--- src/rtl/demux_1x4_stream_if.sv ---
// Handshake bundle for demux_1x4_stream: one valid/ready input stream, four registered output lanes.
// master drives the producer side and the lane readies; slave is the demultiplexer.
interface demux_1x4_stream_if #(
  parameter int WIDTH     = 4,
  parameter int SEL_WIDTH = 2,
  parameter int CNT_WIDTH = 8
);
  logic [WIDTH-1:0]     data_in;
  logic [SEL_WIDTH-1:0] sel;
  logic                 in_valid;
  logic                 in_ready;
  logic [WIDTH-1:0]     data_out_0;
  logic [WIDTH-1:0]     data_out_1;
  logic [WIDTH-1:0]     data_out_2;
  logic [WIDTH-1:0]     data_out_3;
  logic [3:0]           out_valid;
  logic [3:0]           out_ready;
  logic [CNT_WIDTH-1:0] cnt_0;
  logic [CNT_WIDTH-1:0] cnt_1;
  logic [CNT_WIDTH-1:0] cnt_2;
  logic [CNT_WIDTH-1:0] cnt_3;

  modport master (
    output data_in, sel, in_valid, out_ready,
    input  in_ready, data_out_0, data_out_1, data_out_2, data_out_3, out_valid,
    input  cnt_0, cnt_1, cnt_2, cnt_3
  );

  modport slave (
    input  data_in, sel, in_valid, out_ready,
    output in_ready, data_out_0, data_out_1, data_out_2, data_out_3, out_valid,
    output cnt_0, cnt_1, cnt_2, cnt_3
  );
endinterface

--- src/rtl/demux_1x4_stream.sv ---
// Registered 1-to-4 valid/ready demux, 1-cycle latency; per-lane counters under DEMUX_1X4_STREAM_COUNT_EN.
// in_ready drops only while the selected lane holds a word its consumer is not taking.
module demux_1x4_stream #(
  parameter int WIDTH     = 4,
  parameter int SEL_WIDTH = 2,
  parameter int CNT_WIDTH = 8
) (
  input logic               clk,
  input logic               rst,
  demux_1x4_stream_if.slave bus
);

  logic [WIDTH-1:0] data_q [4];
  logic [3:0]       vld_q;
  logic [3:0]       load;
  logic             ready;
  logic             xfer;

  // A full lane still accepts when it drains in the same cycle.
  assign ready = !vld_q[bus.sel] || bus.out_ready[bus.sel];
  assign xfer  = bus.in_valid && ready;

  always_comb begin
    load = '0;
    for (int k = 0; k < 4; k++) begin
      load[k] = xfer && (bus.sel == SEL_WIDTH'(k));
    end
  end

  always_ff @(posedge clk or posedge rst) begin
    if (rst) begin
      for (int k = 0; k < 4; k++) begin
        data_q[k] <= '0;
      end
      vld_q <= '0;
    end else begin
      for (int k = 0; k < 4; k++) begin
        if (load[k]) begin
          data_q[k] <= bus.data_in;
        end
      end
      vld_q <= load | (vld_q & ~bus.out_ready);
    end
  end

  assign bus.in_ready   = ready;
  assign bus.out_valid  = vld_q;
  assign bus.data_out_0 = data_q[0];
  assign bus.data_out_1 = data_q[1];
  assign bus.data_out_2 = data_q[2];
  assign bus.data_out_3 = data_q[3];

`ifdef DEMUX_1X4_STREAM_COUNT_EN
  logic [CNT_WIDTH-1:0] cnt_q [4];

  always_ff @(posedge clk or posedge rst) begin
    if (rst) begin
      for (int k = 0; k < 4; k++) begin
        cnt_q[k] <= '0;
      end
    end else begin
      for (int k = 0; k < 4; k++) begin
        if (load[k]) begin
          cnt_q[k] <= cnt_q[k] + 1'b1;
        end
      end
    end
  end

  assign bus.cnt_0 = cnt_q[0];
  assign bus.cnt_1 = cnt_q[1];
  assign bus.cnt_2 = cnt_q[2];
  assign bus.cnt_3 = cnt_q[3];
`else
  assign bus.cnt_0 = '0;
  assign bus.cnt_1 = '0;
  assign bus.cnt_2 = '0;
  assign bus.cnt_3 = '0;
`endif

endmodule

--- src/flat_wrapper.sv ---
// flat-port wrapper written by rule: the top's interface ports become plain ports
module demux_1x4_stream_flat 
#(
  parameter int WIDTH     = 4,
  parameter int SEL_WIDTH = 2,
  parameter int CNT_WIDTH = 8
)
  (clk, rst, bus_data_in, bus_sel, bus_in_valid, bus_out_ready, bus_in_ready, bus_data_out_0, bus_data_out_1, bus_data_out_2, bus_data_out_3, bus_out_valid, bus_cnt_0, bus_cnt_1, bus_cnt_2, bus_cnt_3);
  demux_1x4_stream_if #(.WIDTH(WIDTH), .SEL_WIDTH(SEL_WIDTH), .CNT_WIDTH(CNT_WIDTH)) bus_i ();
  input logic clk;
  input logic rst;
  input wire logic [$bits(bus_i.data_in)-1:0] bus_data_in;
  input wire logic [$bits(bus_i.sel)-1:0] bus_sel;
  input wire logic [$bits(bus_i.in_valid)-1:0] bus_in_valid;
  input wire logic [$bits(bus_i.out_ready)-1:0] bus_out_ready;
  output wire logic [$bits(bus_i.in_ready)-1:0] bus_in_ready;
  output wire logic [$bits(bus_i.data_out_0)-1:0] bus_data_out_0;
  output wire logic [$bits(bus_i.data_out_1)-1:0] bus_data_out_1;
  output wire logic [$bits(bus_i.data_out_2)-1:0] bus_data_out_2;
  output wire logic [$bits(bus_i.data_out_3)-1:0] bus_data_out_3;
  output wire logic [$bits(bus_i.out_valid)-1:0] bus_out_valid;
  output wire logic [$bits(bus_i.cnt_0)-1:0] bus_cnt_0;
  output wire logic [$bits(bus_i.cnt_1)-1:0] bus_cnt_1;
  output wire logic [$bits(bus_i.cnt_2)-1:0] bus_cnt_2;
  output wire logic [$bits(bus_i.cnt_3)-1:0] bus_cnt_3;
  assign bus_i.data_in = bus_data_in;
  assign bus_i.sel = bus_sel;
  assign bus_i.in_valid = bus_in_valid;
  assign bus_i.out_ready = bus_out_ready;
  assign bus_in_ready = bus_i.in_ready;
  assign bus_data_out_0 = bus_i.data_out_0;
  assign bus_data_out_1 = bus_i.data_out_1;
  assign bus_data_out_2 = bus_i.data_out_2;
  assign bus_data_out_3 = bus_i.data_out_3;
  assign bus_out_valid = bus_i.out_valid;
  assign bus_cnt_0 = bus_i.cnt_0;
  assign bus_cnt_1 = bus_i.cnt_1;
  assign bus_cnt_2 = bus_i.cnt_2;
  assign bus_cnt_3 = bus_i.cnt_3;
  demux_1x4_stream #(.WIDTH(WIDTH), .SEL_WIDTH(SEL_WIDTH), .CNT_WIDTH(CNT_WIDTH)) u_core (.clk(clk), .rst(rst), .bus(bus_i));
endmodule
--- config.mk ---
export PLATFORM = sky130hd
export DESIGN_NAME = demux_1x4_stream_flat
export DESIGN_NICKNAME = d
export VERILOG_FILES = /design/src/rtl/demux_1x4_stream_if.sv /design/src/rtl/demux_1x4_stream.sv /design/src/flat_wrapper.sv
export SDC_FILE = /design/constraint.sdc
export NUM_CORES = 1
export LEC_CHECK = 0
export CAP_MARGIN = 5
export CORE_UTILIZATION = 39
export DETAILED_ROUTE_END_ITERATION = 7
export PLACE_DENSITY_LB_ADDON = 0.1
export REMOVE_ABC_BUFFERS = 1
export SETUP_SLACK_MARGIN = 0.2
export SLEW_MARGIN = 0
export SYNTH_ARGS = -nofsm -noshare
export SYNTH_HDL_FRONTEND = slang
export SYNTH_SLANG_ARGS = --single-unit
--- constraint.sdc ---
create_clock -name clk -period 1.8 [get_ports clk]
set_input_delay 0.18 -clock clk [delete_from_list [all_inputs] [get_ports clk]]
set_output_delay 0.18 -clock clk [all_outputs]
set_load 0.1 [all_outputs]
==> results of run 1 <==
-- placed cells by master (no fill, tap or decap), types with 3 or more instances in the layout --
cell type	count
mux2_2	12
nand2b_1	4
clkbuf_4	3
mux2_4	4
nand2_1	5
dfrtp_1	20
clkdlybuf4s50_1	11
conb_1	32
buf_4	23
-- registers in the layout (all words and copies together) (netlist names) --
signal                 flops
u_core.bus.data_out_0      4
u_core.bus.data_out_1      4
u_core.bus.data_out_2      4
u_core.bus.data_out_3      4
u_core.bus.out_valid       4
-- cell type report --
type	count	share of cell area
sequential	20	0.3700
multi-input combinational	65	0.3302
timing repair buffer	36	0.2303
tap	30	0.02775
clock inverter	1	0.02220
clock buffer	3	0.01665
inverter	1	0.002775
-- metal layers --
metal,vias to the layer above,share of wire,track usage
met2,38,0.50,0.2028
met5,-,0,0
li1,298,-,-
met3,2,0.075,0.02500
met4,0,0.0068,0.07692
met1,326,0.41,0.1739
-- timing repair --
item                                    4_1_cts  5_1_grt
pin swaps                                     0        0
setup buffers                                 1        0
endpoints found under the setup margin        1        1
resized for setup                             2        0
-- metrics by stage --
stage	worst slack [ns]	hold WS, ns
2_1_floorplan	-0.4162	0.1438
3_3_place_gp	0.07218	0.4935
3_5_place_dp	0.06412	0.4967
4_1_cts	0.1404	0.1764
5_1_grt	0.1009	0.2102
6_report	0.1550	0.1761
-- critical path, cell delays in order (launching register included) --
cell      delay, ns
dfrtp_1        0.36
nand2b_1       0.10
mux4_2         0.52
buf_12         0.19
-- worst max path at each step --
stage,to,slack [ns]
2_1_floorplan,bus_in_ready,-0.42
3_3_place_gp,bus_in_ready,0.07
3_5_place_dp,bus_in_ready,0.06
4_1_cts,bus_in_ready,0.14
5_1_grt,bus_in_ready,0.10
6_report,bus_in_ready,0.15
-- cells in the mapped netlist --
| cell type | number | area share |
|---|---|---|
| nand2_1 | 5 | 0.017 |
| nand3b_1 | 1 | 0.0069 |
| mux2_4 | 4 | 0.055 |
| nor2b_2 | 1 | 0.0081 |
| nand3_1 | 1 | 0.0046 |
| buf_2 | 1 | 0.0046 |
| nand2b_1 | 4 | 0.023 |
| mux4_1 | 1 | 0.024 |
| dfrtp_1 | 20 | 0.46 |
| buf_4 | 32 | 0.22 |
| inv_1 | 1 | 0.0035 |
| conb_1 | 1 | 0.0035 |
| mux2_2 | 12 | 0.12 |
| nor3b_4 | 1 | 0.017 |
| nor2b_4 | 1 | 0.013 |
| and3_1 | 1 | 0.0058 |
| o21ai_0 | 1 | 0.0046 |
-- power by group through the flow --
| stage | registers [mW] | clock network (mW) | logic [mW] |
|---|---|---|---|
| after floorplan | 1.19 | 0 | 0.413 |
| after global placement | 0.583 | 0 | 1.23 |
| after detailed placement | 0.584 | 0 | 1.24 |
| after CTS | 0.577 | 0.377 | 1.24 |
| after global routing | 0.586 | 0.397 | 1.27 |
| final | 0.576 | 0.368 | 1.23 |
-- logic make-up after synthesis --
| logic type | after synthesis | synth area share |
|---|---|---|
| AO/OA/AOI/OAI | 1 | 0.004615 |
| buffers and inverters | 34 | 0.2298 |
| flip-flops | 20 | 0.4619 |
| multiplexers | 17 | 0.2044 |
| other | 1 | 0.003461 |
| AND/OR/NAND/NOR | 15 | 0.09584 |
==> results.py, run 1 <==
metrics = {
    "run_status": {
        "outcome": "completed",
    },
    "run": {
        "cap_violations": 0,
    },
    "pwr": {
        "internal_power_mw": 0.9758,
        "power_frac_seq": 0.264,
        "clock_power_share": 0.169,
        "swShare": 0.5517,
        "ir_worst_vdd_mv": 0.9766,
        "power.share.combinational": 0.567,
        "totalPowerFinal_mw": 2.177,
        "p_leak_nw": 0.6873,
        "powerDensity_mw_per_mm2": 1609,
        "p_switching_mw": 1.201,
    },
    "worst_setup_path": {
        "reg2regPathDepth": 3,
        "cp_max_fo": 3,
        "critPathArrivalTime_ns": 1.47,
        "crit_type": "reg2out",
        "r2r_end": "u_core.bus.data_out_2[2]$_DFFE_PP0P_",
        "required_ns": 1.62,
        "startpoint_type": "register",
        "crit_path_start": "u_core.bus.out_valid[3]$_DFF_PP0_",
        "r2r_start": "u_core.bus.out_valid[2]$_DFF_PP0_",
        "rrSetupSlack_ns": 0.48,
        "crit_path_end_kind": "primary output",
    },
    "placed_design": {
        "gp_congestion": 0.7539,
        "place_inst": 151,
        "port-buffer-count": 33,
        "place_hpwl_mm": 1.316,
        "placed_area_mm2": 0.001297,
    },
    "cells_and_area": {
        "finalNonFillerCells": 156,
        "multi_input_area_um2": 446.7,
        "drive_gt1_frac": 0.3810,
        "fin_area_mm2": 0.001353,
        "nets": 140,
        "antenna_cells": 0,
        "seqCellArea_um2": 500.5,
        "fin_util": 0.5315,
        "syn2layout_area_growth_pct": 24.83,
        "fillCellCount": 230,
    },
    "drt": {
        "postRouteAntennaNets": 0,
        "wl_per_cell_um": 11.33,
        "vias": 664,
        "drc": 0,
        "wirelength_mm": 1.768,
        "avgViaCountPerCell": 4.256,
        "drtIter0Drc": 2,
        "first_pass_iters": 2,
    },
    "global_routing": {
        "antenna_found_initial": 0,
        "grt_start_max_net_pins": 21,
        "grt_pass1_vias": 553,
        "grt_use_total": 0.1329,
        "grt_pass1_wl_mm": 2.642,
        "grt-ovfl-total": 0,
    },
    "clocking": {
        "clk-insertion-delay-late_ns": 0.30,
        "clock_path_buffers": 2,
        "cts-root-buf": "clkbuf_4",
        "h-tree-depth": 1,
        "cts_buffers": 3,
        "cts_tree": "done",
        "cts.sinks": 20,
        "ctsHoldBuffers": 0,
        "cts.clk_slew.worst_paths_ns": 0.12,
    },
    "synthesis": {
        "yosys_warnings": 0,
        "syn_inst": 88,
        "synth.cell_area_mm2": 0.001084,
        "postSynthAreaPerCell_um2": 12.31,
        "synth-seq-cells": 20,
        "post_synth_num_cell_types": 17,
        "synth-seq-area-share": 0.4619,
    },
    "floorplanning": {
        "boundaryPins": 66,
        "die-area_mm2": 0.002993,
        "die_width_um": 54.71,
        "rows": 18,
        "start_util": 0.4258,
        "die_h_um": 54.71,
        "core-area_mm2": 0.002545,
    },
    "timing": {
        "setup-tns-final_ns": 0,
        "setup_viol": 0,
        "finClkSkew_ns": 0.006118,
        "min_period_ns": 1.645,
        "grt_setup_unrepaired": "true",
        "drv_slew": 0,
        "clock.fmax_mhz": 607.9,
        "finalCritPeriodShare": 0.9139,
        "hold_viol_final": 0,
    },
    "min_path": {
        "hold_class": "in2async",
    },
}
No activity file was read; power rests on OpenSTA's default activity.
==> inputs of run 2 (changes only) <==
- PLACE_DENSITY: not set -> 0.81
- PLACE_DENSITY_LB_ADDON: 0.1 -> not set
==> run 2 against run 1 <==
  * Clock-buffer cell count did not move
  * Non-clock buffer count grew 1
  * Worst setup slack improved by 0.012 ns
  * Sequential share of layout area is 0.59 points higher
  * Register-to-register slack is essentially flat
  * Global-route usage rose by 0.21 points
  * First-iteration DRC count increased by 100%
  * Sequential power hardly changed
  * Total power is 7.3% lower
  * Critical endpoint unchanged
  * Largest power group unchanged
  * Highest routed layer is now met3
==> results.py, run 2 (same netlist as run 1, synthesis figures left out) <==
metrics = {
    "run_status": {
        "outcome": "completed",
    },
    "cells_and_area": {
        "layout_common_cells": "conb_1 (32), buf_4 (24), dfrtp_1 (20)",
        "syn2layout_area_growth_pct": 22.86,
        "fin_area_mm2": 0.001331,
        "drive_gt1_frac": 0.3810,
        "fin_util": 0.5231,
        "final_common_cell": "conb_1",
        "nets": 141,
        "antenna_cells": 0,
    },
    "global_routing": {
        "grt_start_max_net_pins": 21,
        "grt_use_total": 0.1351,
        "antenna_found_initial": 0,
        "grt-ovfl-total": 0,
        "grt_pass1_wl_mm": 2.718,
        "grt_pass1_vias": 615,
    },
    "worst_setup_path": {
        "startpoint_type": "input pin",
        "crit_path_end_kind": "primary output",
        "cp_max_fo": 2,
        "critPathArrivalTime_ns": 1.45,
        "required_ns": 1.62,
        "crit_type": "in2out",
        "reg2regPathDepth": 3,
    },
    "pwr": {
        "p_leak_nw": 0.6756,
        "powerDensity_mw_per_mm2": 1516,
        "swShare": 0.5883,
        "internal_power_mw": 0.8307,
        "p_switching_mw": 1.187,
        "clock_power_share": 0.101,
        "power.share.combinational": 0.613,
        "ir_worst_vdd_mv": 0.9507,
        "power_frac_seq": 0.286,
    },
    "floorplanning": {
        "die_width_um": 54.71,
        "start_util": 0.4258,
        "boundaryPins": 66,
        "die_h_um": 54.71,
        "core-area_mm2": 0.002545,
        "rows": 18,
        "die-area_mm2": 0.002993,
    },
    "clocking": {
        "h-tree-depth": 1,
        "cts-root-buf": "clkbuf_4",
        "cts.clk_slew.worst_paths_ns": 0.11,
        "cts_tree": "done",
        "cts.sinks": 20,
        "clock_path_buffers": 2,
        "ctsHoldBuffers": 0,
        "cts_buffers": 3,
        "clk-insertion-delay-late_ns": 0.29,
    },
    "timing": {
        "drv_slew": 0,
        "fin_ws_ns": 0.1669,
        "hold_viol_final": 0,
        "fin_hold_ws_ns": 0.3239,
        "max-slew-margin-rel": 0.4929,
        "finalCritPeriodShare": 0.9073,
        "grt_setup_unrepaired": "true",
        "setup_viol": 0,
        "min_period_ns": 1.633,
        "worstMarginPinSlew_ns": 0.7598,
        "clock.fmax_mhz": 612.3,
        "setup-tns-final_ns": 0,
        "finClkSkew_ns": 0.002498,
    },
    "min_path": {
        "hold_class": "in2async",
    },
    "drt": {
        "drtIter0Drc": 4,
        "drc": 0,
        "vias": 666,
        "wirelength_mm": 1.873,
        "first_pass_iters": 4,
        "avgViaCountPerCell": 4.269,
        "postRouteAntennaNets": 0,
        "wl_per_cell_um": 12.01,
    },
    "placed_design": {
        "gp_congestion": 0.6505,
        "port-buffer-count": 33,
        "pre_cts_slack_ns": 0.08763,
        "placed_area_mm2": 0.001290,
        "place_hpwl_mm": 1.448,
    },
    "run": {
        "cap_violations": 0,
    },
}
run 2: cell types whose count changed in the layout (fill, tap and decap cells not counted):
cell,before,now
bufinv_16,1,0
dlygate4sd2_1,1,0
buf_4,23,24
clkdlybuf4s50_1,11,12
run 2: area by class of cell:
| cell class | instances | area, um^2 |
|---|---|---|
| inverters | 1 | 3.754 |
| clock buffers | 3 | 22.52 |
| well taps | 30 | 37.54 |
| flip-flops and latches | 20 | 500.5 |
| fillers | 228 | 1214 |
| multi-input cells | 65 | 446.7 |
| repair buffers | 37 | 320.3 |
run 2: routing by layer:
metal / vias up / share of wire / track usage
met5: - / 0 / 0
met4: 0 / 0 / 0.05128
met3: 0 / 0.084 / 0.03333
met2: 46 / 0.49 / 0.2289
met1: 316 / 0.42 / 0.1624
li1: 304 / - / -
run 2: timing repair:
action | in CTS | in global routing
setup buffers | 3 | 0
pin swaps | 0 | 0
gates resized for setup | 1 | 0
setup endpoints to repair | 1 | 1
gates cloned | 0 | 0
run 2: path summary, 6_finish.rpt:
check	from	end	slack [ns]
worst max-delay path	bus_out_ready[0]	bus_in_ready	0.17
min in group clk	u_core.bus.data_out_3[1]$_DFFE_PP0P_	u_core.bus.data_out_3[1]$_DFFE_PP0P_	0.52
max in group asynchronous	rst	u_core.bus.data_out_2[2]$_DFFE_PP0P_	1.00
worst min register to register	u_core.bus.data_out_3[1]$_DFFE_PP0P_	u_core.bus.data_out_3[1]$_DFFE_PP0P_	0.52
worst min-delay path	rst	u_core.bus.out_valid[3]$_DFF_PP0_	0.32
worst max register to register	u_core.bus.out_valid[2]$_DFF_PP0_	u_core.bus.data_out_2[1]$_DFFE_PP0P_	0.48
run 2: per-stage QoR:
stage | power [mW] | cells
after floorplan | 1.607 | 86
after global placement | 1.809 | 150
after detailed placement | 1.820 | 150
after CTS | 2.036 | 156
after global routing | 2.086 | 156
final | 2.018 | 156
run 2: critical path, stage by stage:
cell	delay, ns
clkdlybuf4s50_1	0.41
nand2b_1	0.17
mux4_2	0.50
buf_12	0.19
run 2: power by group through the flow:
| stage | logic [mW] | clock network (mW) | registers (mW) |
|---|---|---|---|
| finish | 1.24 | 0.205 | 0.576 |
| global route | 1.27 | 0.227 | 0.589 |
| CTS | 1.24 | 0.218 | 0.578 |
| detailed placement | 1.23 | 0 | 0.587 |
| global placement | 1.23 | 0 | 0.582 |
| floorplan | 0.413 | 0 | 1.19 |
